**config.mk**
```make
export PLATFORM = sky130hd
export DESIGN_NAME = des_block_loader
export DESIGN_NICKNAME = d
export VERILOG_FILES = /design/src/rtl/des_pkg.sv /design/src/rtl/initial_permutation.sv /design/src/rtl/des_block_loader.sv
export SDC_FILE = /design/constraint.sdc
export NUM_CORES = 1
export LEC_CHECK = 0
export ABC_CLOCK_PERIOD_IN_PS = 7950
export CAP_MARGIN = 20
export CORE_ASPECT_RATIO = 0.75
export CORE_UTILIZATION = 60
export CTS_BUF_LIST = sky130_fd_sc_hd__clkbuf_16
export DETAILED_ROUTE_END_ITERATION = 12
export PLACE_DENSITY = 0.83
export SETUP_SLACK_MARGIN = 0.3
export SKIP_LAST_GASP = 1
export SLEW_MARGIN = 15
export SYNTH_ARGS = -nofsm -noshare
export SYNTH_HDL_FRONTEND = slang
export SYNTH_SLANG_ARGS = --single-unit
```
**constraint.sdc**
```tcl
create_clock -name CLK -period 7.95 [get_ports CLK]
set_input_delay 0.795 -clock CLK [delete_from_list [all_inputs] [get_ports CLK]]
set_output_delay 0.795 -clock CLK [all_outputs]
set_load 0.05 [all_outputs]
```
**src/rtl/des_pkg.sv**
```systemverilog
// Shared DES datapath constants and the block loader state type.
package des_pkg;

  localparam int DES_BLOCK_W = 64;
  localparam int DES_HALF_W  = 32;
  localparam int DES_BYTES   = 8;

  // ASSEMBLE: collecting bytes; FULL: a complete block waits for the output register.
  typedef enum logic {
    ASSEMBLE = 1'b0,
    FULL     = 1'b1
  } loader_state_e;

endpackage

```
**src/rtl/initial_permutation.sv**
```systemverilog
// DES initial permutation (IP), pure wiring.
// Output bit m = 8a+b takes input bit 8(7-b)+j(a), where j(a) walks the odd
// bit columns (1,3,5,7) for a<4 and then the even ones (0,2,4,6).
module initial_permutation
  import des_pkg::*;
(
  input  logic [DES_BLOCK_W-1:0] DIN,
  output logic [DES_BLOCK_W-1:0] DOUT
);

  for (genvar m = 0; m < DES_BLOCK_W; m++) begin : g_bit
    localparam int A   = m / 8;
    localparam int B   = m % 8;
    localparam int J   = (A < 4) ? (2 * A + 1) : (2 * (A - 4));
    localparam int SRC = 8 * (7 - B) + J;
    assign DOUT[m] = DIN[SRC];
  end

endmodule

```
**src/rtl/des_block_loader.sv**
```systemverilog
// DES input front end: assembles 8 bytes (MSB first) into a 64-bit block,
// applies the initial permutation and hands L0/R0 to the round engine through
// a one-deep valid/ready output register. A held block (FULL) lets the next
// block finish assembling while the round engine stalls.
module des_block_loader
  import des_pkg::*;
(
  input  logic                  CLK,
  input  logic                  RST_N,
  input  logic [7:0]            IN_DATA,
  input  logic                  IN_VALID,
  output logic                  IN_READY,
  input  logic                  IN_DECRYPT,
  output logic [DES_HALF_W-1:0] OUT_L0,
  output logic [DES_HALF_W-1:0] OUT_R0,
  output logic                  OUT_DECRYPT,
  output logic                  OUT_VALID,
  input  logic                  OUT_READY
);

  loader_state_e          state_q, state_d;
  logic [2:0]             cnt_q, cnt_d;
  logic [DES_BLOCK_W-1:0] asm_q, asm_d;
  logic                   dec_asm_q, dec_asm_d;
  logic [DES_HALF_W-1:0]  l0_q, l0_d;
  logic [DES_HALF_W-1:0]  r0_q, r0_d;
  logic                   out_dec_q, out_dec_d;
  logic                   out_valid_q, out_valid_d;

  logic [DES_BLOCK_W-1:0] asm_merged;
  logic [DES_BLOCK_W-1:0] ip_in;
  logic [DES_BLOCK_W-1:0] ip_out;
  logic                   in_xfer;
  logic                   out_xfer;

  // Ready is a pure state decode so it never depends on OUT_READY.
  assign IN_READY = (state_q == ASSEMBLE);
  assign in_xfer  = IN_VALID && IN_READY;
  assign out_xfer = out_valid_q && OUT_READY;

  // Current assembly buffer with the incoming byte dropped into its beat slot.
  always_comb begin
    asm_merged = asm_q;
    asm_merged[{~cnt_q, 3'b000} +: 8] = IN_DATA;
  end

  // A held block is permuted from the buffer; a completing block includes the last byte.
  assign ip_in = (state_q == FULL) ? asm_q : asm_merged;

  initial_permutation u_ip (
    .DIN  (ip_in),
    .DOUT (ip_out)
  );

  // Next-state, assembly and output-register load decisions.
  always_comb begin
    state_d     = state_q;
    cnt_d       = cnt_q;
    asm_d       = asm_q;
    dec_asm_d   = dec_asm_q;
    l0_d        = l0_q;
    r0_d        = r0_q;
    out_dec_d   = out_dec_q;
    out_valid_d = out_valid_q;

    if (out_xfer) begin
      out_valid_d = 1'b0;
    end

    case (state_q)
      ASSEMBLE: begin
        if (in_xfer) begin
          asm_d = asm_merged;
          cnt_d = cnt_q + 3'd1;
          if (cnt_q == 3'd0) begin
            dec_asm_d = IN_DECRYPT;
          end
          if (cnt_q == 3'd7) begin
            if (!out_valid_q || out_xfer) begin
              l0_d        = ip_out[63:32];
              r0_d        = ip_out[31:0];
              out_dec_d   = dec_asm_q;
              out_valid_d = 1'b1;
            end else begin
              state_d = FULL;
            end
          end
        end
      end
      FULL: begin
        if (out_xfer) begin
          l0_d        = ip_out[63:32];
          r0_d        = ip_out[31:0];
          out_dec_d   = dec_asm_q;
          out_valid_d = 1'b1;
          state_d     = ASSEMBLE;
        end
      end
      default: begin
        state_d = ASSEMBLE;
      end
    endcase
  end

  // Control state and the visible output register, cleared by reset.
  always_ff @(posedge CLK) begin
    if (!RST_N) begin
      state_q     <= ASSEMBLE;
      cnt_q       <= 3'd0;
      l0_q        <= '0;
      r0_q        <= '0;
      out_dec_q   <= 1'b0;
      out_valid_q <= 1'b0;
    end else begin
      state_q     <= state_d;
      cnt_q       <= cnt_d;
      l0_q        <= l0_d;
      r0_q        <= r0_d;
      out_dec_q   <= out_dec_d;
      out_valid_q <= out_valid_d;
    end
  end

  // Assembly buffer and its mode flag; contents are qualified by the counter and state.
  always_ff @(posedge CLK) begin
    asm_q     <= asm_d;
    dec_asm_q <= dec_asm_d;
  end

  assign OUT_L0      = l0_q;
  assign OUT_R0      = r0_q;
  assign OUT_DECRYPT = out_dec_q;
  assign OUT_VALID   = out_valid_q;

endmodule
```
**After elaboration in Yosys (flattened, before gate mapping)**

Index checks and enable logic that the tools add are counted.

- Register bits: 135
- Word-level logic and storage cells: 55

- $add $sub $neg: 2
- Equal/unequal tests: 5
- Shift operators: 2
- Mux-type cells: 28
- Bitwise logic cells: 2
- Reductions and logical operators: 8

Operators with widths:

| cell | number |
|---|---|
| 2-to-1 mux 32 bit | 8 |
| one-hot mux 32 bit (2 select lines) | 2 |
| bitwise mux 64 bit | 1 |
| 2-to-1 mux 64 bit | 1 |
| variable shift 8 x 8 -> 64 bit, first input constant | 1 |
| variable part select 8 x 8 -> 64 bit | 1 |
| 2-to-1 mux 1 bit | 13 |
| inequality test 2 x 1 -> 1 bit, second input constant | 4 |
| negator 6 -> 8 bit | 1 |
| one-hot mux 1 bit (2 select lines) | 3 |
| AND reduction 4 bit | 1 |
| adder 3 x 1 -> 3 bit, second input constant | 1 |
| equality test 3 bit, second input constant | 1 |
| zero test 3 bit | 1 |
| NOT 3 bit | 1 |
| AND reduction 3 bit | 1 |
| logical AND 1 bit | 2 |
| AND reduction 2 bit | 1 |
| zero test 1 bit | 1 |
| logical OR 1 bit | 1 |
| NOT 1 bit | 1 |

**Longest topological paths before layout**

- Depth in word-level cells: 9
- Depth in mapped cells: 9
- Depth with buffers taken out: 6

**Cells and area by module**

A second synthesis with hierarchy kept.

- Cells, all modules: 657
- Area total of the unflattened synthesis: 7149.4 um2

By module, submodules not included:

| module | instances | cells an instance | area each (um2) |
|---|---|---|---|
| des_block_loader | 1 | 593 | 6668.9 |
| initial_permutation | 1 | 64 | 480.5 |

**Least setup slack after synthesis**

No wires, ideal clock.

- Path kind: input-to-reg
- From: input port IN_VALID
- To: register dec_asm_q, enable pin
- Arrival: 3160 ps
- Data required time: 7649 ps
- Slack: 4489 ps
- Stages: 3
- Path buffers: 1
- Path through: nor2b_1 -> clkbuf_1 -> and3b_1

- Longest elaborated chain between the ends: 2

RTL lines:

| item | RTL line | text |
|---|---|---|
| from (decl) | des_block_loader.sv:11 | `input logic IN_VALID,` |
| logical AND 1 bit | des_block_loader.sv:38 | `assign in_xfer = IN_VALID && IN_READY;` |
| AND reduction 3 bit (no source line) | -- |  |
| to (signal assigned) | des_block_loader.sv:127 | `dec_asm_q <= dec_asm_d;` |
| to (decl) | des_block_loader.sv:24 | `logic dec_asm_q, dec_asm_d;` |

No other way between the ends.
A chain may end at the register's enable or synchronous reset.

**Worst setup path after layout**

- From: register state_q
- To: output port IN_READY

- Longest elaborated chain between the ends: 1

RTL lines:

| item | RTL line | text |
|---|---|---|
| from (decl) | des_block_loader.sv:21 | `loader_state_e state_q, state_d;` |
| from (signal assigned) | des_block_loader.sv:115 | `state_q <= state_d;` |
| NOT 1 bit (no source line) | -- |  |
| to (decl) | des_block_loader.sv:12 | `output logic IN_READY,` |

No other way between the ends.

==> results.sh <==
export IMPL_cts_setup_buffers=0
export IMPL_start_util_pct=63.1
export IMPL_drtIter0Drc=504
export IMPL_finClkSkew_ns=0.00723
export IMPL_num_vias=4973
export IMPL_tightest_slew_ns=0.942
export IMPL_grt_pass1_vias=4802
export IMPL_p_int_w=0.00122
export IMPL_fp_dieW_um=120
export IMPL_cts_made_buffers=17
export IMPL_setup_viol=0
export IMPL_swShare_pct=24.2
export IMPL_critPathMaxFanout=41
export IMPL_drt_vias_per_instance=6.27
export IMPL_syn_num_nets=611
export IMPL_end_kind="primary output"
export IMPL_ys_warn_count=0
export IMPL_hold_buffers=0
export IMPL_io_pins=80
export IMPL_grt_use_total_pct=29.9
export IMPL_cts_resized=0
export IMPL_final_cell_mix="101 x nand3_1, 78 x clkdlybuf4s50_1, 70 x dfxtp_1"
export IMPL_comb_power_share_pct=7.5
export IMPL_area_growth_pct=21.3
export IMPL_pwr_density_cell_mw_per_mm2=214
export IMPL_layout_commonest_cell="nand3_1"
export IMPL_finalSetupTns_ns=0
export IMPL_clkLatencyLatePin_ns=0.42
export IMPL_fmax_ghz=0.305
export IMPL_hold_depth=2
export IMPL_row_count=31
export IMPL_max_cap_viol_count=0
export IMPL_crit_type="reg -> out"
export IMPL_r2r_cells=7
export IMPL_ctsRootBufferMaster="clkbuf_16"
export IMPL_wl_um=15600
export IMPL_antenna_found_initial=0
export IMPL_yosysSeqAreaShare_pct=54.0
export IMPL_htreeDepth=4
export IMPL_max_stage_delay_ns=0.74
export IMPL_ff2ff_setup_slack_ns=5.09
export IMPL_clk_pin_slew_ns=0.06
export IMPL_fin_crit_sh_pct=41.3
export IMPL_slew_headroom_pct=37.2
export IMPL_synth_edff_count=65
export IMPL_ant_nets=0
export IMPL_worst_endpoint_arrival_ns=2.49
export IMPL_postSynthAreaPerCell_sq_um=10.5
export IMPL_synth_async_sr_flop_share_pct=0
export IMPL_layout_drive_gt1_share_pct=11.8
export IMPL_outcome="finished, final reports clean"
export IMPL_synth_cell_types=38
export IMPL_maxSlewViolCount=0
export IMPL_pwr_share_seq_pct=48.7
export IMPL_routedWlPerCell_um=19.6
export IMPL_p_sw_w=0.000390
export IMPL_grt_max_degree=120
export IMPL_syn_inst=592
export IMPL_clock_sinks=135
export IMPL_hold_viol_final=0
export IMPL_critPathSlowestCell="clkdlybuf4s50_1"
export IMPL_grt_pass1_wl_um=24800
export IMPL_start_kind="flip-flop"
export IMPL_core_sq_mm=0.00985
export IMPL_cts_buffer_depth=2
export IMPL_nFillCells=686
export IMPL_nets=667
export IMPL_tritoncts="done"
export IMPL_ys_ff_latch=135
export IMPL_p_leak_nw=2.83
export IMPL_dr_pass1_iters=7
export IMPL_dp_hpwl_um=9100
export IMPL_yosys_most_used_dff="dfxtp_1"
export IMPL_diodes=0
export IMPL_place_congestion=0.814
export IMPL_fin_crit_ns=3.28
export IMPL_pwr_share_clk_pct=43.8
export IMPL_mappedNetlistArea_sq_mm=0.00621
export IMPL_hp_class="reg -> reg"
export IMPL_dieArea_sq_mm=0.0108
export IMPL_rsz0062_at_grt="false"
export IMPL_io_buffer_count=79
export IMPL_die_h_um=90.1
export IMPL_path_cells="buf_4 > inv_1 > clkdlybuf4s50_1"
export IMPL_grt_overflow=0
export IMPL_required_ns=7.15
export IMPL_drc=0
export IMPL_holdWs_ns=0.465
export IMPL_ir_drop_mv=0.145
-- power by group through the flow --
| stage | registers [W] | logic, W | clock network (W) |
|---|---|---|---|
| after CTS | 0.000784 | 0.000116 | 0.000704 |
| after global placement | 0.000796 | 0.000109 | 0 |
| after detailed placement | 0.000798 | 0.000114 | 0 |
| after global routing | 0.000788 | 0.000131 | 0.000736 |
| final | 0.000785 | 0.000121 | 0.000706 |
| after floorplan | 0.000793 | 0.0000846 | 0 |
-- synth_stat cells, types with 4 or more instances --
cell,number,share of area [%]
a21oi_1,42,3.4
edfxtp_1,65,31
o221ai_2,33,8.0
nand3_1,102,8.2
nor2b_1,5,0.50
buf_2,9,0.72
inv_1,52,3.1
clkbuf_1,24,1.4
o21ai_0,17,1.4
o221ai_1,14,2.0
nand2_1,32,1.9
nand2b_1,8,0.81
nor2_1,36,2.2
ha_1,6,1.2
mux2i_1,9,1.4
buf_4,4,0.48
a2bb2oi_1,15,2.1
a21boi_0,10,1.2
dfxtp_1,70,23
buf_6,6,1.1
buf_1,4,0.24
mux2_2,8,1.4
-- worst paths after layout --
check | from | to
max | state_q$_SDFF_PN0_ | IN_READY
min | OUT_R0[11]$_SDFFE_PN0P_ | OUT_R0[11]$_SDFFE_PN0P_
max reg2reg | cnt_q[0]$_SDFFE_PN0P_ | OUT_R0[21]$_SDFFE_PN0P_
min reg2reg | OUT_R0[11]$_SDFFE_PN0P_ | OUT_R0[11]$_SDFFE_PN0P_
-- cells by family (layout without fill, tap and decap cells) --
kind of cell / after synthesis / in the layout / share of synthesized area (%)
and+or+nand+nor: 198 / 198 / 15.9
AOI/OAI and AO/OA: 136 / 136 / 18.8
DFF: 135 / 135 / 54.0
buffers and inverters: 99 / 168 / 7.13
muxes: 17 / 17 / 2.90
adders and majority gates: 6 / 6 / 1.21
xor gates and xnor gates: 1 / 1 / 0.141
-- final cells by class --
type / count / area, sq um / share of cell area (%)
tap: 132 / 165 / 2.19
inverter: 52 / 195 / 2.59
timing repair buffer: 84 / 866 / 11.5
clock buffer: 17 / 425 / 5.64
clock inverter: 15 / 97.6 / 1.29
sequential: 135 / 3350 / 44.5
multi-input combinational: 358 / 2440 / 32.3
-- critical path, delay by kind of cell, from the launching register on --
kind     cells  cell delay [ns]
flops        1             0.59
buf+inv      3             1.46
-- per-layer routing --
metal	GRT usage (%)	vias up	wire length, um
met1	39.5	2418	6600
met5	0	-	0
met3	8.12	39	1250
li1	-	2275	-
met4	11.6	0	381
met2	47.0	241	7340
-- stage by stage --
step	worst slack [ns]	area (sq um)	instances	total power, W	util (%)
final	4.67	7540	793	0.00161	76.5
after global routing	4.62	7540	793	0.00166	76.5
after CTS	4.70	7480	791	0.00160	76.0
after detailed placement	5.00	6960	759	0.000912	70.7
after global placement	5.06	6960	759	0.000905	70.7
after floorplan	4.49	6210	592	0.000878	-
-- sequential cells by signal, summed over array words and instances (netlist names) --
register     cells
OUT_R0          32
OUT_L0          32
state_q          1
OUT_DECRYPT      1
cnt_q            3
dec_asm_q        1
OUT_VALID        1
asm_q           64
Note: power is estimated with default switching activity, not from simulation.
